$ cat config.mk
export PLATFORM = sky130hd
export DESIGN_NAME = keypad_scan
export DESIGN_NICKNAME = d
export VERILOG_FILES = /design/src/rtl/keypad_scan.sv
export SDC_FILE = /design/constraint.sdc
export NUM_CORES = 1
export LEC_CHECK = 0
export CORE_UTILIZATION = 50
export DETAILED_ROUTE_END_ITERATION = 6
export GPL_ROUTABILITY_DRIVEN = 0
export HOLD_SLACK_MARGIN = 0.12
export PLACE_DENSITY = 0.71
export SYNTH_ARGS = -nofsm -noshare
export SYNTH_HDL_FRONTEND = slang
export SYNTH_SLANG_ARGS = --single-unit
$ cat constraint.sdc
create_clock -name basys3_clk -period 7.8 [get_ports basys3_clk]
set_input_delay 2.34 -clock basys3_clk [delete_from_list [all_inputs] [get_ports basys3_clk]]
set_output_delay 2.34 -clock basys3_clk [all_outputs]
set_load 0.005 [all_outputs]
$ cat src/rtl/keypad_scan.sv
// 4x4 active-low matrix keypad scanner: column strobe, row sampling, scan-level debounce,
// hex decode and a 4-digit shift-in entry register. Optional KEYPAD_CLEAR_EN: key F clears nums.
module keypad_scan #(
    parameter int SCAN_DIV       = 100000,
    parameter int DEBOUNCE_SCANS = 4
) (
    input  logic        basys3_clk,
    input  logic        clr_n,
    output logic [3:0]  col,
    input  logic [3:0]  row,
    output logic [3:0]  key_code,
    output logic        key_valid,
    output logic [15:0] nums
);

    localparam int               DIV_W    = (SCAN_DIV > 1) ? $clog2(SCAN_DIV) : 1;
    localparam logic [DIV_W-1:0] DIV_LAST = DIV_W'(SCAN_DIV - 1);
    localparam logic [3:0]       DEB_N    = 4'(DEBOUNCE_SCANS);

    typedef enum logic {
        ST_IDLE = 1'b0,
        ST_HELD = 1'b1
    } state_t;

    // Row r, column c -> hex code (Pmod KYPD layout).
    function automatic logic [3:0] key_map(input logic [1:0] r, input logic [1:0] c);
        logic [3:0] k;
        k = 4'h0;
        case ({r, c})
            4'h0: k = 4'h1;
            4'h1: k = 4'h2;
            4'h2: k = 4'h3;
            4'h3: k = 4'hA;
            4'h4: k = 4'h4;
            4'h5: k = 4'h5;
            4'h6: k = 4'h6;
            4'h7: k = 4'hB;
            4'h8: k = 4'h7;
            4'h9: k = 4'h8;
            4'hA: k = 4'h9;
            4'hB: k = 4'hC;
            4'hC: k = 4'h0;
            4'hD: k = 4'hF;
            4'hE: k = 4'hE;
            4'hF: k = 4'hD;
            default: k = 4'h0;
        endcase
        return k;
    endfunction

    logic [3:0]       row_s1_q, row_s1_d;
    logic [3:0]       row_s2_q, row_s2_d;
    logic [DIV_W-1:0] div_q, div_d;
    logic [1:0]       c_q, c_d;
    logic [3:0]       col_q, col_d;
    logic [1:0]       hit_cnt_q, hit_cnt_d;
    logic [3:0]       hit_key_q, hit_key_d;
    state_t           state_q, state_d;
    logic [3:0]       cnt_q, cnt_d;
    logic [3:0]       cand_q, cand_d;
    logic [3:0]       key_code_q, key_code_d;
    logic             key_valid_q, key_valid_d;
    logic [15:0]      nums_q, nums_d;

    // Per-column sample folded into the running scan result.
    // hit_cnt saturates at 2, which already means MULTI.
    logic [3:0] row_low;
    logic [2:0] low_cnt;
    logic [1:0] low_row;
    logic [2:0] scan_sum;
    logic [1:0] merged_cnt;
    logic [3:0] merged_key;

    always_comb begin
        row_low = ~row_s2_q;
        low_cnt = 3'd0;
        low_row = 2'd0;
        for (int r = 0; r < 4; r++) begin
            if (row_low[r]) begin
                low_cnt = low_cnt + 3'd1;
                low_row = 2'(r);
            end
        end
        scan_sum   = {1'b0, hit_cnt_q} + low_cnt;
        merged_cnt = (scan_sum >= 3'd2) ? 2'd2 : scan_sum[1:0];
        merged_key = (hit_cnt_q == 2'd0) ? key_map(low_row, c_q) : hit_key_q;
    end

    logic       sample;
    logic       scan_end;
    logic       scan_none;
    logic       scan_single;
    logic [3:0] cnt_inc;
    logic       do_accept;

    always_comb begin
        row_s1_d    = row;
        row_s2_d    = row_s1_q;
        div_d       = div_q;
        c_d         = c_q;
        col_d       = col_q;
        hit_cnt_d   = hit_cnt_q;
        hit_key_d   = hit_key_q;
        state_d     = state_q;
        cnt_d       = cnt_q;
        cand_d      = cand_q;
        key_code_d  = key_code_q;
        key_valid_d = 1'b0;
        nums_d      = nums_q;
        do_accept   = 1'b0;

        sample      = (div_q == DIV_LAST);
        scan_end    = sample && (c_q == 2'd3);
        scan_none   = (merged_cnt == 2'd0);
        scan_single = (merged_cnt == 2'd1);
        cnt_inc     = cnt_q + 4'd1;

        div_d = sample ? '0 : div_q + DIV_W'(1);

        if (sample) begin
            c_d   = c_q + 2'd1;
            col_d = ~(4'b0001 << c_d);
            if (scan_end) begin
                hit_cnt_d = 2'd0;
                hit_key_d = 4'h0;
            end else begin
                hit_cnt_d = merged_cnt;
                hit_key_d = merged_key;
            end
        end

        // Debounce decision is taken once per scan, on the column-3 sample.
        if (scan_end) begin
            case (state_q)
                ST_IDLE: begin
                    if (scan_single && merged_key == cand_q) begin
                        if (cnt_inc == DEB_N) begin
                            do_accept = 1'b1;
                            state_d   = ST_HELD;
                            cnt_d     = 4'd0;
                        end else begin
                            cnt_d = cnt_inc;
                        end
                    end else if (scan_single) begin
                        cand_d = merged_key;
                        if (DEB_N == 4'd1) begin
                            do_accept = 1'b1;
                            state_d   = ST_HELD;
                            cnt_d     = 4'd0;
                        end else begin
                            cnt_d = 4'd1;
                        end
                    end else begin
                        cnt_d = 4'd0;
                    end
                end
                ST_HELD: begin
                    if (scan_none) begin
                        if (cnt_inc == DEB_N) begin
                            state_d = ST_IDLE;
                            cnt_d   = 4'd0;
                        end else begin
                            cnt_d = cnt_inc;
                        end
                    end else begin
                        cnt_d = 4'd0;
                    end
                end
                default: begin
                    state_d = ST_IDLE;
                    cnt_d   = 4'd0;
                end
            endcase
        end

        if (do_accept) begin
            key_code_d  = merged_key;
            key_valid_d = 1'b1;
`ifdef KEYPAD_CLEAR_EN
            if (merged_key == 4'hF) begin
                nums_d = 16'h0000;
            end else begin
                nums_d = {nums_q[11:0], merged_key};
            end
`else
            nums_d = {nums_q[11:0], merged_key};
`endif
        end
    end

    always_ff @(posedge basys3_clk) begin
        if (!clr_n) begin
            row_s1_q    <= 4'b1111;
            row_s2_q    <= 4'b1111;
            div_q       <= '0;
            c_q         <= 2'd0;
            col_q       <= 4'b1110;
            hit_cnt_q   <= 2'd0;
            hit_key_q   <= 4'h0;
            state_q     <= ST_IDLE;
            cnt_q       <= 4'd0;
            cand_q      <= 4'h0;
            key_code_q  <= 4'h0;
            key_valid_q <= 1'b0;
            nums_q      <= 16'h0000;
        end else begin
            row_s1_q    <= row_s1_d;
            row_s2_q    <= row_s2_d;
            div_q       <= div_d;
            c_q         <= c_d;
            col_q       <= col_d;
            hit_cnt_q   <= hit_cnt_d;
            hit_key_q   <= hit_key_d;
            state_q     <= state_d;
            cnt_q       <= cnt_d;
            cand_q      <= cand_d;
            key_code_q  <= key_code_d;
            key_valid_q <= key_valid_d;
            nums_q      <= nums_d;
        end
    end

    assign col       = col_q;
    assign key_code  = key_code_q;
    assign key_valid = key_valid_q;
    assign nums      = nums_q;

endmodule

==> results.yml, run 1 <==
setup_path:
  crit_path_start: "row_s2_q[1]$_SDFF_PN1_"
  r2r_end: "nums[3]$_SDFFE_PN0P_"
  slowest_stage: "nor2b_1"
  start_kind: "register"
  crit_type: "register to register"
  crit_arrival_ns: 4.16
  endpoint: "nums[3]$_SDFFE_PN0P_"
  cp_top_family: "adder cells"
  cp_slowest_stage_delay_ns: 0.47
  crit_required_ns: 8.08
  cp_max_fo: 16
  crit_chain: "inv_1 > ha_1 > xnor2_1 > ha_1 > mux2_2 > fa_1 > xnor3_1 > nor2b_1 > nand4_4 > nor4_4 > buf_4 > mux2i_1"
  path_depth: 12
  cp-end-kind: "register"
  r2r_slack_ns: 3.92
  reg2regPathDepth: 12
  path_common_cell: "ha_1"
  cp_num_buf_inv: 2
  r2r-start: "row_s2_q[1]$_SDFF_PN1_"
die:
  num_rows: 28
  initial_core_util_pct: 52.6
  die_y_um: 81.4
  chipWidth_um: 81.4
  dieArea_um2: 6620
  ios: 31
  core-area_um2: 5990
global_routing:
  antenna_found_initial: 0
  grt_pass1_wl_mm: 10.1
  grt_usage_pct: 20.2
  grt_pass1_vias: 2237
  overflow: 0
  grt_max_degree: 42
detailed_routing:
  ant_nets: 0
  viasPerCell: 5.40
  route.detailed.drc: 0
  num_vias: 2463
  drt-initial-drc-count: 94
  dr.pass1.iters: 6
  routed_wl_mm: 5.91
  wl_per_cell_um: 13.0
cells_and_area:
  drive_above_1_share_pct: 7.09
  final_nets: 396
  syn_to_final_growth_pct: 15.8
  layout_commonest_cell: "dfxtp_1"
  mostFrequentLayoutCells: "dfxtp_1 (63), nand2_1 (42), nor2_1 (39), clkdlybuf4s50_1 (30), mux2i_1 (23)"
  n_antenna_cell: 0
timing:
  finalSetupTns_ns: 0
  slew_headroom_pct: 51.2
  max_slew.worst_pin.slew_ns: 0.728
  drv_slew: 0
  layout_setup_ws_ns: 3.92
  hold_violations: 0
  finClkSkew_ns: 0.0103
  period_minus_slack_ns: 3.88
  max_freq_ghz: 0.258
  holdWs_ns: 0.406
  setup-violations-final: 0
  rsz0062_at_grt: "false"
  min_period_over_period_pct: 49.7
power_and_ir_drop:
  p_int_uw: 451
  pwr-share-comb_pct: 5.4
  pwr-share-clk_pct: 41.1
  pwr-share-seq_pct: 53.5
  p_per_area_nw_per_um2: 168
  power.share.switching_pct: 26.2
  ir_drop_uv: 115
  power_switching_uw: 161
  leakagePower_nw: 1.43
synthesis:
  ys_ff_latch: 63
  synth-main-ff-cell: "dfxtp_1"
  postSynthCellCount: 350
  syn_area_per_cell_um2: 9.00
  synth.area.top_cells: "dfxtp_1 (40%), mux2i_1 (7.3%), ha_1 (5.2%)"
  synth_cell_types: 53
  async_flop_share_pct: 0
  yosys.area.top_type: "dfxtp_1"
  synth_top_family_by_area: "simple AND/OR/NAND/NOR gates"
  synth-simple-area-share_pct: 24.1
  synth_edf_count: 0
  seq_area_frac_synth_pct: 40.0
  synth_nets: 370
  muxShareOfSynthArea_pct: 7.67
  netlist.area_leader.share_pct: 40.0
  syn_area_um2: 3150
  yosysWarnings: 0
  synth_compound_area_share_pct: 10.9
  yosys.area_share.adder_pct: 5.80
  synth_xor_area_share_pct: 7.11
clock_network:
  ctsLongestPathBuffers: 2
  cts_buffers: 9
  cts_setup_buffers: 0
  cts.sinks: 63
  insertion_delay_ns: 0.36
  cts_tree: "built"
  cts_max_level: 3
  cts_resized: 0
  cts_hold_buf: 0
  cts_root_buf: "clkbuf_8"
  path_clk_slew_ns: 0.07
placement:
  io_buffers: 30
  dp_hpwl_mm: 4.15
  pre_cts_ws_ns: 3.85
job:
  maxCapViolCount: 0
hold_path:
  hold_path_class: "register to register"
  whs_path_depth: 1
run_status:
  status: "completed"
[metal layers]
layer | part of all wire, % | vias up | GRT usage, %
li1 | - | 1272 | -
met1 | 48 | 1135 | 24.5
met2 | 46 | 46 | 32.7
met3 | 4.4 | 10 | 6.07
met4 | 1.9 | 0 | 8.93
met5 | 0 | - | 0
[stage by stage]
| step | total power, mW | utilization (%) | area, µm² | cells |
|---|---|---|---|---|
| 2_1_floorplan | 0.359 | - | 3150 | 350 |
| 3_3_place_gp | 0.368 | 58.0 | 3470 | 440 |
| 3_5_place_dp | 0.368 | 58.0 | 3470 | 440 |
| 4_1_cts | 0.617 | 60.9 | 3650 | 456 |
| 5_1_grt | 0.636 | 60.9 | 3650 | 456 |
| 6_report | 0.612 | 60.9 | 3650 | 456 |
[Yosys cell counts (all sizes together) (2+ instances only)]
| cell | instances |
|---|---|
| o211a | 3 |
| nand2 | 42 |
| nor4 | 6 |
| a21oi | 6 |
| clkbuf | 12 |
| o311ai | 2 |
| and4 | 3 |
| o211ai | 4 |
| nand4 | 10 |
| nand3 | 7 |
| and3 | 2 |
| inv | 14 |
| a31oi | 4 |
| dfxtp | 63 |
| o31ai | 2 |
| a32o | 2 |
| nand2b | 11 |
| or4 | 3 |
| nor2 | 40 |
| a22oi | 5 |
| nor2b | 4 |
| mux2i | 23 |
| or2 | 3 |
| o21ai | 9 |
| xor2 | 13 |
| or4b | 2 |
| buf | 5 |
| ha | 13 |
| nor3 | 7 |
| and2 | 2 |
| xnor2 | 10 |
| nand4b | 2 |
| o22ai | 2 |
[layout make-up]
class / count / area (µm²)
well taps: 75 / 93.8
inverters: 14 / 52.6
clock inverters: 7 / 50.0
multi-input cells: 256 / 1750
flip-flops and latches: 63 / 1260
clock buffers: 9 / 124
repair buffers: 32 / 315
fillers: 527 / 2340
[cells by family (layout without fill, tap and decap cells)]
logic type | count (synthesis) | after routing
flip-flops | 63 | 63
XOR/XNOR | 24 | 24
AND/OR/NAND/NOR | 146 | 146
AO/OA/AOI/OAI | 48 | 48
adder cells (fa/ha/maj) | 14 | 14
buffers and inverters | 31 | 62
multiplexers | 24 | 24
[registers in the layout (all words and copies together), names as in the netlist]
name	count
row_s2_q	4
cnt_q	4
state_q	1
row_s1_q	4
key_valid	1
key_code	3
c_q	2
cand_q	4
col	4
hit_key_q	4
hit_cnt_q	2
div_q	17
nums	13
[power by group through the flow]
stage | clock network [mW] | registers [mW] | logic (mW)
after detailed placement | 0 | 0.335 | 0.0332
after global routing | 0.270 | 0.328 | 0.0380
final | 0.251 | 0.327 | 0.0332
after floorplan | 0 | 0.333 | 0.0257
after global placement | 0 | 0.335 | 0.0329
after CTS | 0.257 | 0.327 | 0.0333
[worst min path at each step]
stage	from	to	slack, ns
after floorplan	row_s1_q[0]$_SDFF_PN1_	row_s2_q[0]$_SDFF_PN1_	0.39
after global placement	row_s1_q[3]$_SDFF_PN1_	row_s2_q[3]$_SDFF_PN1_	0.39
after detailed placement	row_s1_q[2]$_SDFF_PN1_	row_s2_q[2]$_SDFF_PN1_	0.39
after CTS	row_s1_q[2]$_SDFF_PN1_	row_s2_q[2]$_SDFF_PN1_	0.41
after global routing	row_s1_q[2]$_SDFF_PN1_	row_s2_q[2]$_SDFF_PN1_	0.44
final	row_s1_q[2]$_SDFF_PN1_	row_s2_q[2]$_SDFF_PN1_	0.41
Power figures use the tool's default switching activity.
==> inputs of run 2 (changes only) <==
--- a/config.mk
+++ b/config.mk
@@ -9,7 +9,7 @@
 export DETAILED_ROUTE_END_ITERATION = 6
 export GPL_ROUTABILITY_DRIVEN = 0
 export HOLD_SLACK_MARGIN = 0.12
-export PLACE_DENSITY = 0.71
+export PLACE_DENSITY = 0.74
 export SYNTH_ARGS = -nofsm -noshare
 export SYNTH_HDL_FRONTEND = slang
 export SYNTH_SLANG_ARGS = --single-unit
==> constraint.sdc (replaced) <==
create_clock -name basys3_clk -period 3.49 [get_ports basys3_clk]
set_input_delay 1.047 -clock basys3_clk [delete_from_list [all_inputs] [get_ports basys3_clk]]
set_output_delay 1.047 -clock basys3_clk [all_outputs]
set_load 0.005 [all_outputs]
==> run 2 against run 1 <==
Net effect: non-clock buffer count rose by 2; largest power group unchanged; total power up 140%; design area is 2.0% higher; sequential share of layout area down 0.63 points; combinational power grew 140%; largest cell class unchanged; cell count rose by 0.44%; highest routed layer unchanged; critical endpoint is now cnt_q[2]$_SDFFE_PN0P_.
==> results.yml, run 2 (synthesis results as in run 1) <==
timing:
  rsz0062_at_grt: "false"
  max_freq_ghz: 0.304
  drv_slew: 0
  hold_violations: 0
  finClkSkew_ns: 0.0111
  period_minus_slack_ns: 3.29
  setup-violations-final: 0
  min_period_over_period_pct: 94.1
  finalSetupTns_ns: 0
  max_slew.worst_pin.slew_ns: 0.781
  slew_headroom_pct: 47.7
power_and_ir_drop:
  ir_drop_uv: 247
  pwr-share-clk_pct: 44.3
  total_power_mw: 1.46
  p_per_area_nw_per_um2: 393
  pwr-share-comb_pct: 5.5
  power_switching_uw: 366
  p_int_mw: 1.09
  leakagePower_nw: 1.48
  power.share.switching_pct: 25.1
  pwr-share-seq_pct: 50.2
cells_and_area:
  n_antenna_cell: 0
  layout_commonest_cell: "dfxtp_1"
  drive_above_1_share_pct: 8.36
  syn_to_final_growth_pct: 18.0
  stdcell_area_um2: 3720
  top_register: "div_q"
  largest_reg_flops: 17
  final_nets: 398
  mostFrequentLayoutCells: "dfxtp_1 (62), nand2_1 (42), nor2_1 (39), clkdlybuf4s50_1 (30), mux2i_1 (23)"
clock_network:
  path_clk_slew_ns: 0.08
  cts_resized: 0
  cts_buffers: 9
  cts_tree: "built"
  cts_hold_buf: 0
  cts.sinks: 63
  cts_root_buf: "clkbuf_8"
  ctsLongestPathBuffers: 2
  insertion_delay_ns: 0.35
  cts_setup_buffers: 0
  cts_max_level: 3
job:
  maxCapViolCount: 0
global_routing:
  grt_max_degree: 41
  grt_pass1_vias: 2351
  grt_usage_pct: 21.8
  overflow: 0
  grt_pass1_wl_mm: 10.8
  antenna_found_initial: 0
setup_path:
  cp-end-kind: "register"
  crit_arrival_ns: 3.57
  cp_max_fo: 6
  crit_type: "register to register"
  start_kind: "register"
  crit_required_ns: 3.77
die:
  core-area_um2: 5990
  ios: 31
  num_rows: 28
  initial_core_util_pct: 52.6
  dieArea_um2: 6620
  chipWidth_um: 81.4
  die_y_um: 81.4
detailed_routing:
  m1WireLength_mm: 3.00
  num_vias: 2534
  wl_met3_um: 283
  drt-initial-drc-count: 117
  viasPerCell: 5.53
  dr.pass1.iters: 4
  routed_wl_mm: 6.37
  wl_per_cell_um: 13.9
  route.met2.wl_mm: 2.97
  ant_nets: 0
  highest_layer: "met4"
  route.detailed.drc: 0
run_status:
  status: "completed"
hold_path:
  hold_path_class: "register to register"
placement:
  dpl_cell_area_um2: 3500
  io_buffers: 30
  dp_hpwl_mm: 4.35
-- run 2: final timing paths --
kind	slack, ns	to	cells after the start	from
hold / removal	0.42	row_s2_q[2]$_SDFF_PN1_	1	row_s1_q[2]$_SDFF_PN1_
hold reg to reg	0.42	row_s2_q[2]$_SDFF_PN1_	1	row_s1_q[2]$_SDFF_PN1_
setup / recovery	0.20	cnt_q[2]$_SDFFE_PN0P_	11	row_s2_q[1]$_SDFF_PN1_
setup reg to reg	0.20	cnt_q[2]$_SDFFE_PN0P_	11	row_s2_q[1]$_SDFF_PN1_
-- run 2: stage by stage --
step	setup WS, ns	cells	utilization (%)	hold WS, ns
global placement	0.270	440	58.4	0.396
global route	0.0309	458	62.1	0.434
CTS	0.110	456	61.8	0.425
finish	0.205	458	62.1	0.422
floorplan	0.127	350	-	0.386
detailed placement	0.146	440	58.4	0.400
-- run 2: cell type report --
cell class / count / area [µm²]
fill: 522 / 2270
multi-input combinational: 256 / 1760
sequential: 63 / 1260
timing repair buffer: 34 / 343
clock buffer: 9 / 124
tap: 75 / 93.8
clock inverter: 7 / 77.6
inverter: 14 / 52.6
-- run 2: power groups by stage --
stage                     Combinational (mW)  Clock (mW)  Sequential, mW
after floorplan                       0.0597           0           0.745
after global placement                0.0760           0           0.749
after detailed placement              0.0770           0           0.749
after CTS                             0.0780       0.664           0.732
after global routing                  0.0887       0.704           0.733
final                                 0.0807       0.647           0.732
-- run 2: worst max-delay path: stages (launching register included) --
cell,delay (ns)
dfxtp_2,0.38
inv_1,0.06
ha_1,0.31
xnor2_2,0.17
ha_1,0.31
mux2_2,0.28
fa_1,0.40
xnor3_1,0.27
nand2b_1,0.14
or4_1,0.55
o31ai_1,0.21
o21a_1,0.16
-- run 2: routing by layer --
metal  global-route usage, %  vias to the layer above
met4                    9.11                        0
met2                    35.1                       67
li1                        -                     1286
met5                       0                        -
met3                    6.52                       14
met1                    26.8                     1167
==> inputs of run 3 (changes only) <==
--- a/config.mk
+++ b/config.mk
@@ -9,6 +9,7 @@
 export DETAILED_ROUTE_END_ITERATION = 6
 export GPL_ROUTABILITY_DRIVEN = 0
 export HOLD_SLACK_MARGIN = 0.12
+export MAX_ROUTING_LAYER = met4
 export PLACE_DENSITY = 0.74
 export SYNTH_ARGS = -nofsm -noshare
 export SYNTH_HDL_FRONTEND = slang
==> run 3 against run 2 <==
Net effect: clock skew hardly changed; sequential power is essentially flat; sequential share of layout area stayed put; fmax about the same; die area did not move.
==> results.yml, run 3 (synthesis results as in run 1) <==
setup_path:
  slowest_stage: "or4_1"
  start_kind: "register"
  cp_max_fo: 6
  cp_num_buf_inv: 1
  crit_required_ns: 3.77
  crit_arrival_ns: 3.57
  crit_chain: "inv_1 > ha_1 > xnor2_2 > ha_1 > mux2_2 > fa_1 > xnor3_1 > nand2b_1 > or4_1 > o31ai_1 > o21a_1"
  r2r_slack_ns: 0.20
  path_depth: 11
  cp-end-kind: "register"
  reg2regPathDepth: 11
  path_common_cell: "ha_1"
  cp_slowest_stage_delay_ns: 0.55
  crit_type: "register to register"
  cp_top_family: "adder cells"
timing:
  holdWs_ns: 0.418
  min_period_over_period_pct: 94.2
  hold_violations: 0
  max_slew.worst_pin.slew_ns: 0.741
  max_freq_ghz: 0.304
  rsz0062_at_grt: "false"
  slew_headroom_pct: 50.3
  finalSetupTns_ns: 0
  finClkSkew_ns: 0.0112
  drv_slew: 0
  setup-violations-final: 0
  period_minus_slack_ns: 3.29
cells_and_area:
  mostFrequentLayoutCells: "dfxtp_1 (62), nand2_1 (42), nor2_1 (39), clkdlybuf4s50_1 (30), mux2i_1 (23)"
  final_nets: 398
  largest_reg_flops: 17
  drive_above_1_share_pct: 8.36
  syn_to_final_growth_pct: 18.0
  n_antenna_cell: 0
  layout_commonest_cell: "dfxtp_1"
  fillers: 522
  top_register: "div_q"
detailed_routing:
  drt-initial-drc-count: 113
  dr.pass1.iters: 4
  routed_wl_mm: 6.35
  route.detailed.drc: 0
  num_vias: 2522
  viasPerCell: 5.51
  wl_per_cell_um: 13.9
  ant_nets: 0
clock_network:
  cts_root_buf: "clkbuf_8"
  cts.sinks: 63
  ctsLongestPathBuffers: 2
  cts_hold_buf: 0
  insertion_delay_ns: 0.35
  cts_tree: "built"
  path_clk_slew_ns: 0.08
  cts_max_level: 3
  cts_buffers: 9
  cts_resized: 0
die:
  die_y_um: 81.4
  num_rows: 28
  core-area_um2: 5990
  initial_core_util_pct: 52.6
  dieArea_um2: 6620
  chipWidth_um: 81.4
  ios: 31
global_routing:
  grt_pass1_vias: 2354
  grt_pass1_wl_mm: 10.8
  grt_max_degree: 41
  antenna_found_initial: 0
  overflow: 0
  grt_usage_pct: 22.4
power_and_ir_drop:
  pwr-share-comb_pct: 5.5
  power.share.switching_pct: 25.0
  pwr-share-clk_pct: 44.3
  pwr-share-seq_pct: 50.2
  p_int_mw: 1.09
  ir_drop_uv: 247
  leakagePower_nw: 1.48
  power_switching_uw: 365
  p_per_area_nw_per_um2: 392
hold_path:
  whs_path_depth: 1
  hold_path_class: "register to register"
run_status:
  status: "completed"
job:
  maxCapViolCount: 0
placement:
  dp_hpwl_mm: 4.35
  io_buffers: 30
-- run 3: cell counts in the layout (fill, tap and decap cells not counted) --
No cell type changed its count.
-- run 3: worst register-to-register path: cells and delay by family, from the launching register on --
| kind | cells | cell delay, ns |
|---|---|---|
| muxes | 1 | 0.28 |
| DFF | 1 | 0.38 |
| buffers and inverters | 1 | 0.06 |
| AOI/OAI and AO/OA | 2 | 0.37 |
| xor gates and xnor gates | 2 | 0.44 |
| and+or+nand+nor | 2 | 0.69 |
| adders and majority gates | 3 | 1.02 |
-- run 3: power by group through the flow --
| stage | Sequential (mW) | Clock, mW | Combinational, mW |
|---|---|---|---|
| 2_1_floorplan | 0.745 | 0 | 0.0597 |
| 3_3_place_gp | 0.749 | 0 | 0.0760 |
| 3_5_place_dp | 0.749 | 0 | 0.0770 |
| 4_1_cts | 0.732 | 0.664 | 0.0780 |
| 5_1_grt | 0.733 | 0.704 | 0.0887 |
| 6_report | 0.732 | 0.646 | 0.0805 |
-- run 3: worst paths after layout --
kind | from | end
min reg2reg | row_s1_q[2]$_SDFF_PN1_ | row_s2_q[2]$_SDFF_PN1_
min | row_s1_q[2]$_SDFF_PN1_ | row_s2_q[2]$_SDFF_PN1_
max reg2reg | row_s2_q[1]$_SDFF_PN1_ | cnt_q[2]$_SDFFE_PN0P_
max | row_s2_q[1]$_SDFF_PN1_ | cnt_q[2]$_SDFFE_PN0P_
-- run 3: what timing repair did --
action / 4_1_cts / 5_1_grt
buffers inserted: 0 / 2
endpoints found under the hold margin: 0 / 0
endpoints found under the setup margin: 0 / 11
-- run 3: per-stage QoR --
step / setup WS (ns) / instance area [µm²] / instances / power [mW] / utilization [%]
6_report: 0.203 / 3720 / 458 / 1.46 / 62.1
5_1_grt: 0.0309 / 3720 / 458 / 1.53 / 62.1
4_1_cts: 0.110 / 3700 / 456 / 1.47 / 61.8
3_5_place_dp: 0.146 / 3500 / 440 / 0.826 / 58.4
3_3_place_gp: 0.270 / 3500 / 440 / 0.825 / 58.4
2_1_floorplan: 0.127 / 3170 / 350 / 0.805 / -
-- run 3: cell type report --
cell class / instances / area (µm²) / area share, %
inverter: 14 / 52.6 / 1.41
timing repair buffer: 34 / 343 / 9.22
clock inverter: 7 / 77.6 / 2.09
clock buffer: 9 / 124 / 3.33
multi-input combinational: 256 / 1760 / 47.5
tap: 75 / 93.8 / 2.52
sequential: 63 / 1260 / 34.0
-- run 3: layer usage --
layer	track usage (%)	part of all wire, %	up-vias
met5	-	0	-
met2	35.2	47	61
met4	9.11	1.2	0
li1	-	-	1284
met1	26.6	47	1169
met3	6.52	4.1	8
